## src/rtl/dmem_arbiter_if.sv

```systemverilog
// dmem_arbiter_if: core/debug request ports, RAM side and access counters of the data-memory arbiter
interface dmem_arbiter_if #(
  parameter int N = 1024,
  parameter int CNT_W = 16
);
  localparam int n = $clog2(N);
  logic c_req, c_we, c_gnt, c_rvalid;
  logic [n-1:0] c_addr;
  logic [31:0] c_wdata, c_rdata;
  logic d_req, d_we, d_gnt, d_rvalid;
  logic [n-1:0] d_addr;
  logic [31:0] d_wdata, d_rdata;
  logic [n-1:0] ram_addr;
  logic ram_we;
  logic [31:0] ram_wdata, ram_rdata;
  logic [CNT_W-1:0] c_cnt, d_cnt;
  modport master (
    output c_req, c_we, c_addr, c_wdata, d_req, d_we, d_addr, d_wdata, ram_rdata,
    input c_gnt, c_rdata, c_rvalid, d_gnt, d_rdata, d_rvalid, ram_addr, ram_we, ram_wdata, c_cnt, d_cnt
  );
  modport slave (
    input c_req, c_we, c_addr, c_wdata, d_req, d_we, d_addr, d_wdata, ram_rdata,
    output c_gnt, c_rdata, c_rvalid, d_gnt, d_rdata, d_rvalid, ram_addr, ram_we, ram_wdata, c_cnt, d_cnt
  );
endinterface

```

## src/rtl/dmem_arbiter.sv

```systemverilog
// dmem_arbiter: round-robin sharing of a single-port data RAM between core port C and debug port D
module dmem_arbiter #(
  parameter int N = 1024,
  parameter int CNT_W = 16
) (
  input logic CLK,
  input logic RST,
  dmem_arbiter_if.slave bus
);
  localparam int n = $clog2(N);
  localparam logic [CNT_W-1:0] cmax = '1;
  typedef enum logic [1:0] {IDLE, ACC_C, ACC_D} state_t;
  state_t state, state_n;
  logic last, acc_c, acc_d;
  logic [n-1:0] addr;
  // last=1 means D was served last, so C wins the next tie
  always_comb begin
    acc_c = state == ACC_C;
    acc_d = state == ACC_D;
    state_n = acc_c ? (bus.d_req ? ACC_D : IDLE) :
              acc_d ? (bus.c_req ? ACC_C : IDLE) :
              (bus.c_req && (!bus.d_req || last)) ? ACC_C :
              bus.d_req ? ACC_D : IDLE;
    addr = acc_c ? bus.c_addr : acc_d ? bus.d_addr : '0;
    bus.ram_addr = addr;
    bus.ram_wdata = acc_c ? bus.c_wdata : acc_d ? bus.d_wdata : '0;
    bus.ram_we = ((acc_c && bus.c_we) || (acc_d && bus.d_we)) && !RST;
    bus.c_gnt = acc_c;
    bus.d_gnt = acc_d;
  end
  always_ff @(posedge CLK) begin
    if (RST) begin
      state <= IDLE;
      last <= 1'b1;
      bus.c_rvalid <= 1'b0;
      bus.d_rvalid <= 1'b0;
      bus.c_rdata <= '0;
      bus.d_rdata <= '0;
      bus.c_cnt <= '0;
      bus.d_cnt <= '0;
    end else begin
      state <= state_n;
      if (acc_c) last <= 1'b0;
      if (acc_d) last <= 1'b1;
      bus.c_rvalid <= acc_c && !bus.c_we;
      bus.d_rvalid <= acc_d && !bus.d_we;
      if (acc_c && !bus.c_we) bus.c_rdata <= bus.ram_rdata;
      if (acc_d && !bus.d_we) bus.d_rdata <= bus.ram_rdata;
      if (acc_c && bus.c_cnt != cmax) bus.c_cnt <= bus.c_cnt + 1'b1;
      if (acc_d && bus.d_cnt != cmax) bus.d_cnt <= bus.d_cnt + 1'b1;
    end
  end
endmodule

```

## src/flat_wrapper.sv

```systemverilog
// flat-port wrapper written by rule: the top's interface ports become plain ports
module dmem_arbiter_flat 
#(
  parameter int N = 1024,
  parameter int CNT_W = 16
)
  (CLK, RST, bus_c_req, bus_c_we, bus_c_addr, bus_c_wdata, bus_d_req, bus_d_we, bus_d_addr, bus_d_wdata, bus_ram_rdata, bus_c_gnt, bus_c_rdata, bus_c_rvalid, bus_d_gnt, bus_d_rdata, bus_d_rvalid, bus_ram_addr, bus_ram_we, bus_ram_wdata, bus_c_cnt, bus_d_cnt);
  dmem_arbiter_if #(.N(N), .CNT_W(CNT_W)) bus_i ();
  input logic CLK;
  input logic RST;
  input wire logic [$bits(bus_i.c_req)-1:0] bus_c_req;
  input wire logic [$bits(bus_i.c_we)-1:0] bus_c_we;
  input wire logic [$bits(bus_i.c_addr)-1:0] bus_c_addr;
  input wire logic [$bits(bus_i.c_wdata)-1:0] bus_c_wdata;
  input wire logic [$bits(bus_i.d_req)-1:0] bus_d_req;
  input wire logic [$bits(bus_i.d_we)-1:0] bus_d_we;
  input wire logic [$bits(bus_i.d_addr)-1:0] bus_d_addr;
  input wire logic [$bits(bus_i.d_wdata)-1:0] bus_d_wdata;
  input wire logic [$bits(bus_i.ram_rdata)-1:0] bus_ram_rdata;
  output wire logic [$bits(bus_i.c_gnt)-1:0] bus_c_gnt;
  output wire logic [$bits(bus_i.c_rdata)-1:0] bus_c_rdata;
  output wire logic [$bits(bus_i.c_rvalid)-1:0] bus_c_rvalid;
  output wire logic [$bits(bus_i.d_gnt)-1:0] bus_d_gnt;
  output wire logic [$bits(bus_i.d_rdata)-1:0] bus_d_rdata;
  output wire logic [$bits(bus_i.d_rvalid)-1:0] bus_d_rvalid;
  output wire logic [$bits(bus_i.ram_addr)-1:0] bus_ram_addr;
  output wire logic [$bits(bus_i.ram_we)-1:0] bus_ram_we;
  output wire logic [$bits(bus_i.ram_wdata)-1:0] bus_ram_wdata;
  output wire logic [$bits(bus_i.c_cnt)-1:0] bus_c_cnt;
  output wire logic [$bits(bus_i.d_cnt)-1:0] bus_d_cnt;
  assign bus_i.c_req = bus_c_req;
  assign bus_i.c_we = bus_c_we;
  assign bus_i.c_addr = bus_c_addr;
  assign bus_i.c_wdata = bus_c_wdata;
  assign bus_i.d_req = bus_d_req;
  assign bus_i.d_we = bus_d_we;
  assign bus_i.d_addr = bus_d_addr;
  assign bus_i.d_wdata = bus_d_wdata;
  assign bus_i.ram_rdata = bus_ram_rdata;
  assign bus_c_gnt = bus_i.c_gnt;
  assign bus_c_rdata = bus_i.c_rdata;
  assign bus_c_rvalid = bus_i.c_rvalid;
  assign bus_d_gnt = bus_i.d_gnt;
  assign bus_d_rdata = bus_i.d_rdata;
  assign bus_d_rvalid = bus_i.d_rvalid;
  assign bus_ram_addr = bus_i.ram_addr;
  assign bus_ram_we = bus_i.ram_we;
  assign bus_ram_wdata = bus_i.ram_wdata;
  assign bus_c_cnt = bus_i.c_cnt;
  assign bus_d_cnt = bus_i.d_cnt;
  dmem_arbiter #(.N(N), .CNT_W(CNT_W)) u_core (.CLK(CLK), .RST(RST), .bus(bus_i));
endmodule
```

## config.mk

```make
export PLATFORM = sky130hd
export DESIGN_NAME = dmem_arbiter_flat
export DESIGN_NICKNAME = d
export VERILOG_FILES = /design/src/rtl/dmem_arbiter_if.sv /design/src/rtl/dmem_arbiter.sv /design/src/flat_wrapper.sv
export SDC_FILE = /design/constraint.sdc
export NUM_CORES = 1
export LEC_CHECK = 0
export CORE_UTILIZATION = 37
export CTS_CLUSTER_SIZE = 12
export DETAILED_ROUTE_END_ITERATION = 7
export HOLD_SLACK_MARGIN = 0.02
export PLACE_DENSITY = 0.8
export SLEW_MARGIN = 40
export SYNTH_ARGS = -nofsm -noshare
export SYNTH_HDL_FRONTEND = slang
export SYNTH_SLANG_ARGS = --single-unit
```

## constraint.sdc

```tcl
create_clock -name CLK -period 2.2 [get_ports CLK]
set_input_delay 0.44 -clock CLK [delete_from_list [all_inputs] [get_ports CLK]]
set_output_delay 0.44 -clock CLK [all_outputs]
set_load 0.02 [all_outputs]
```

## Word-level counts from Yosys, hierarchy flattened

Cells that the tools add are included.
Widths: inputs -> output; s select.

- Memory bits (read-only): 0
- Register bits after elaboration: 101
- RAM bits: 0
- Memories: 0
- Latch bits: 0

- Equal/unequal tests: 4
- Add/sub/neg operators: 2
- Bitwise gates (word level): 0
- Shift operators: 0
- Mux-type cells: 9
- Divide/modulo/power cells: 0
- $lt $le $gt $ge: 0
- Reductions and logical operators: 15
- Multiply operators: 0

Operators by type and width:

| operator | number |
|---|---|
| $mux 32 | 2 |
| $add 16x1->16 const B | 2 |
| $ne 16x16->1 const B | 2 |
| $mux 10 | 2 |
| $logic_and 1x1->1 | 8 |
| $mux 2 | 4 |
| $logic_not 1->1 | 4 |
| $eq 2x1->1 const B | 1 |
| $eq 2x2->1 const B | 1 |
| $logic_or 1x1->1 | 2 |
| $reduce_or 2->1 | 1 |
| $mux 1 | 1 |

## Longest topological paths before layout

Gate-level depths: netlist (run 1).

- Depth after elaboration: 6
- Mapped depth: 7
- Mapped depth without buffers: 5

## Worst setup path before layout (run 1)

No wires, ideal clock.

- Path type: reg-to-output
- From: reg u_core.state[1]
- To: out bus_ram_addr[0]
- Arrival time: 1.606 ns
- Slack: 0.154 ns
- Buffers on the path: 2
- Cell stages (with the launch flop): 6
- Required time: 1.760 ns
- Cell sequence: dfxtp_1 -> or2b_2 -> inv_1 -> clkbuf_1 -> clkbuf_1 -> a22o_1

- Longest elaborated chain between the ends: 3

Ends and longest elaborated chain:

| what | line | RTL |
|---|---|---|
| start, declared | dmem_arbiter.sv:13 | `state_t state, state_n;` |
| start signal, assigned | dmem_arbiter.sv:42 | `state <= state_n;` |
| $eq 2x2->1 | dmem_arbiter.sv:19 | `acc_d = state == ACC_D;` |
| $mux 10 | dmem_arbiter.sv:24 | `addr = acc_c ? bus.c_addr : acc_d ? bus.d_addr : '0;` |
| $mux 10 (*) | dmem_arbiter.sv:24 |  |
| end, declared | flat_wrapper.sv:26 | `output wire logic [$bits(bus_i.ram_addr)-1:0] bus_ram_addr;` |

Every way passes the cells marked *; elsewhere a longest branch is shown, timed or not.

## Worst setup path in the final report (run 1)

- From: reg u_core.state[1]
- To: out bus_ram_wdata[20]

- Longest elaborated chain between the ends: 3

Ends and longest elaborated chain:

| what | line | RTL |
|---|---|---|
| $eq 2x2->1 | dmem_arbiter.sv:19 |  |
| $mux 32 | dmem_arbiter.sv:26 | `bus.ram_wdata = acc_c ? bus.c_wdata : acc_d ? bus.d_wdata : '0;` |
| $mux 32 (*) | dmem_arbiter.sv:26 |  |
| end, declared | flat_wrapper.sv:28 | `output wire logic [$bits(bus_i.ram_wdata)-1:0] bus_ram_wdata;` |

Marked as above.

==> results of run 1 <==
tightest hold or removal path, stage by stage (launching register included):
cell and delay, ns:
dfxtp_1 0.31, nand2_1 0.05, a21oi_1 0.05
worst paths after layout:
path / from / endpoint / slack, ns
worst max-delay path: u_core.state[1] / bus_ram_wdata[20] / 0.02
worst max register to register: u_core.state[1] / u_core.bus.c_cnt[15] / 0.10
worst min-delay path: u_core.bus.c_rdata[13] / u_core.bus.c_rdata[13] / 0.45
worst min register to register: u_core.bus.c_rdata[13] / u_core.bus.c_rdata[13] / 0.45
per-stage QoR:
step | setup TNS (ns) | setup slack (ns)
6_report | 0 | 0.0234
5_1_grt | -0.0478 | -0.0334
4_1_cts | 0 | 0.000322
3_5_place_dp | -0.187 | -0.101
3_3_place_gp | -0.120 | -0.112
2_1_floorplan | 0 | 0.154
flip-flops by register name (all words and copies together) (netlist names):
register and cells:
u_core.bus.d_cnt 16, u_core.bus.d_rvalid 1, u_core.bus.c_rdata 32, u_core.state 2
u_core.bus.c_rvalid 1, u_core.bus.d_rdata 32, u_core.last 1, u_core.bus.c_cnt 16
synth_stat cells, types with 3 or more instances:
library cell	count
a21oi_1	87
a22o_1	42
and2_1	3
and3_1	5
and4_1	5
buf_1	3
clkbuf_1	36
dfxtp_1	101
inv_1	5
mux2_2	4
nand2_1	142
nand3_1	7
nand4_1	10
nor2_1	14
nor2b_1	5
nor3_1	5
o21ai_0	9
o31ai_1	9
o41ai_1	4
or3_1	7
or4_1	10
cells by family (layout without fill, tap and decap cells):
group                      count (synthesis)  after routing  synth area share
AOI/OAI and AO/OA                        160            160             0.234
xor gates and xnor gates                   1              1           0.00201
adders and majority gates                  2              2           0.00573
buffers and inverters                     45            307            0.0390
DFF                                      101            101             0.463
muxes                                      6              6            0.0149
other                                      0              1                 0
and+or+nand+nor                          225            225             0.241
power by group through the flow:
stage / registers (mW) / logic, mW / clock network (mW)
after CTS: 1.90 / 0.833 / 1.62
after floorplan: 1.98 / 0.276 / 0
after global placement: 1.94 / 0.824 / 0
final: 1.90 / 0.804 / 1.59
after detailed placement: 1.94 / 0.833 / 0
after global routing: 1.90 / 0.849 / 1.69
timing repair:
action | CTS | global route
gates resized for setup | 134 | 33
setup endpoints to repair | 44 | 37
gates cloned | 2 | 0
cell usage in the layout (no fill, tap or decap), types with 3 or more instances in the layout:
master	Yosys	routed
nor3_1	5	5
buf_4	0	17
inv_1	5	3
clkdlybuf4s15_2	0	6
mux2_2	4	4
dfxtp_1	101	101
nor2b_1	5	5
or3_1	7	7
a22o_1	42	42
o21ai_0	9	9
buf_12	0	6
nand3_1	7	7
buf_2	1	35
a21oi_1	87	87
o31ai_1	9	9
and3_1	5	5
nand2_1	142	142
nor2_1	14	12
clkbuf_16	0	9
and2_1	3	3
o41ai_1	4	4
or4_1	10	10
clkdlybuf4s50_1	0	218
and4_1	5	5
nand4_1	10	10
final cells by class:
class / count / area (um2) / area share
flip-flops and latches: 101 / 2020 / 0.271
diodes: 1 / 2.50 / 0.000336
repair buffers: 286 / 2750 / 0.368
clock buffers: 9 / 225 / 0.0302
well taps: 143 / 179 / 0.0240
multi-input cells: 394 / 2180 / 0.292
clock inverters: 7 / 73.8 / 0.00990
inverters: 5 / 27.5 / 0.00369
routing by layer:
layer	vias up	wire (um)	global-route usage	share of wire
met5	-	0	0	0
met4	0	563	0.116	0.035
met3	41	1130	0.0744	0.070
met2	219	8330	0.476	0.52
met1	2378	6010	0.256	0.37
li1	2440	-	-	-
==> metrics.md, run 1 <==
| Metric | Value |
|---|---|
| Net Sw Frac | `0.258` |
| Crit Path Max Fanout | `24` |
| Seq pwr share | `0.442` |
| WP data arrival | `1.74 ns` |
| Util after Layout | `0.650` |
| GR Overflow Total | `0` |
| DPL Wire Length | `11,800 um` |
| Post-route cell area | `0.00746 mm2` |
| Total power draw | `4.29 mW` |
| Ys flop type | `dfxtp_1` |
| Worst skew pair latency | `0.34 ns` |
| Final Hold Viols | `0` |
| Die Y | `111 um` |
| Ys async rst share | `0` |
| CP startpoint kind | `register` |
| Routability cong. | `0.878` |
| Register area share after synthesis | `0.463` |
| EDFF count, synth | `0` |
| # rows | `39` |
| All-layer global routing usage | `0.254` |
| Synth top area cells | `dfxtp_1 (46%), nand2_1 (12%), a21oi_1 (10%), a22o_1 (8.4%), clkbuf_1 (3.1%)` |
| Worst Path Required | `1.76 ns` |
| Period utilization | `0.989` |
| Largest area contributor in the netlist | `dfxtp_1` |
| Clock tree root buffer cell | `clkbuf_16` |
| Pin count of the biggest net entering global routing | `52` |
| Final Max Tran Viols | `0` |
| Final Skew | `0.00645 ns` |
| Residual DRC count | `0` |
| Slew headroom | `0.645` |
| Yosys reg bits | `101` |
| Critical Setup Path Class | `register to primary output` |
| CTS Buf Count | `9` |
| Hold depth | `2` |
| Hold WS | `0.455 ns` |
| R2R cell count | `5` |
| IO buf count | `264` |
| Finished Layout Cells | `946` |
| CP Buf/Inv Count | `4` |
| Crit path max-delay family | `buffers and inverters` |
| Core area | `0.0115 mm2` |
| Mapped Cells | `540` |
| Post-synth top area share | `0.463` |
| Crit-path cells | `buf_4, nand2b_4, clkinvlp_4, buf_12, a22o_1, clkdlybuf4s15_2` |
| RSZ-0062 raised after global routing | `true` |
| Post-synth cell types | `42` |
| Placed insts | `927` |
| Max_cap viols | `0` |
| Hold Path Class | `register to register` |
| Pwr per Cell Area | `575 mW/mm2` |
| Clock-pin slew on the worst setup and hold paths | `0.07 ns` |
| Clock sinks | `101` |
| Clock Path Buffers | `2` |
| Layout cells sized above 1 | `0.120` |
| Post-CTS Setup Bufs | `0` |
| Post-DRT Antenna Nets | `0` |
| Clk pwr share | `0.370` |
| Area Growth Syn to Fin | `70.7%` |
| Worst-margin pin slew | `0.533 ns` |
| Final setup fails | `0` |
| Initial Util | `0.381` |
| Detailed Route WL | `16,000 um` |
| Internal power | `3.18 mW` |
| FMAX | `459 MHz` |
| P_leak | `2.73 nW` |
| Psw | `1.11 mW` |
| Initial drt markers | `295` |
| First-pass GRT wire length | `24,600 um` |
| Setup crit end kind | `primary output` |
| Cts hold-fix bufs | `0` |
| First-pass DRT Iterations | `5` |
| Die width | `111 um` |
| Slowest CP cell | `dfxtp_1` |
| Vias in the first global route | `4,867` |
| Min Tclk post-route | `2.18 ns` |
| Vias per cell | `5.37` |
| Vias | `5,078` |
| Max stage delay on crit path | `0.32 ns` |
| Syn_area_per_cell | `8.09 um2` |
| CTS tree | `done` |
| Area after DPL | `0.00726 mm2` |
| Fill cell count | `992` |
| # IOs | `265` |
| Nets | `921` |
| YS warnings | `0` |
| Crit path depth | `6` |
| Syn nets | `664` |
| Initial antenna violation count | `1` |
| Max VDD drop | `0.000399 V` |
| Routed WL per cell | `16.9 um` |
| Status | `finished clean` |
| Synth Cell Area | `0.00437 mm2` |
| H-tree Lvls | `3` |
| Gate power share | `0.187` |
| DIE AREA | `0.0122 mm2` |
Note: power is estimated with default switching activity, not from simulation.
==> inputs of run 2 (changes only) <==
--- a/config.mk
+++ b/config.mk
@@ -5,6 +5,7 @@
 export SDC_FILE = /design/constraint.sdc
 export NUM_CORES = 1
 export LEC_CHECK = 0
+export CAP_MARGIN = 10
 export CORE_UTILIZATION = 37
 export CTS_CLUSTER_SIZE = 12
 export DETAILED_ROUTE_END_ITERATION = 7
==> results of run 2 <==
No change in the layout: final DEF, timing and power equal those of run 1.
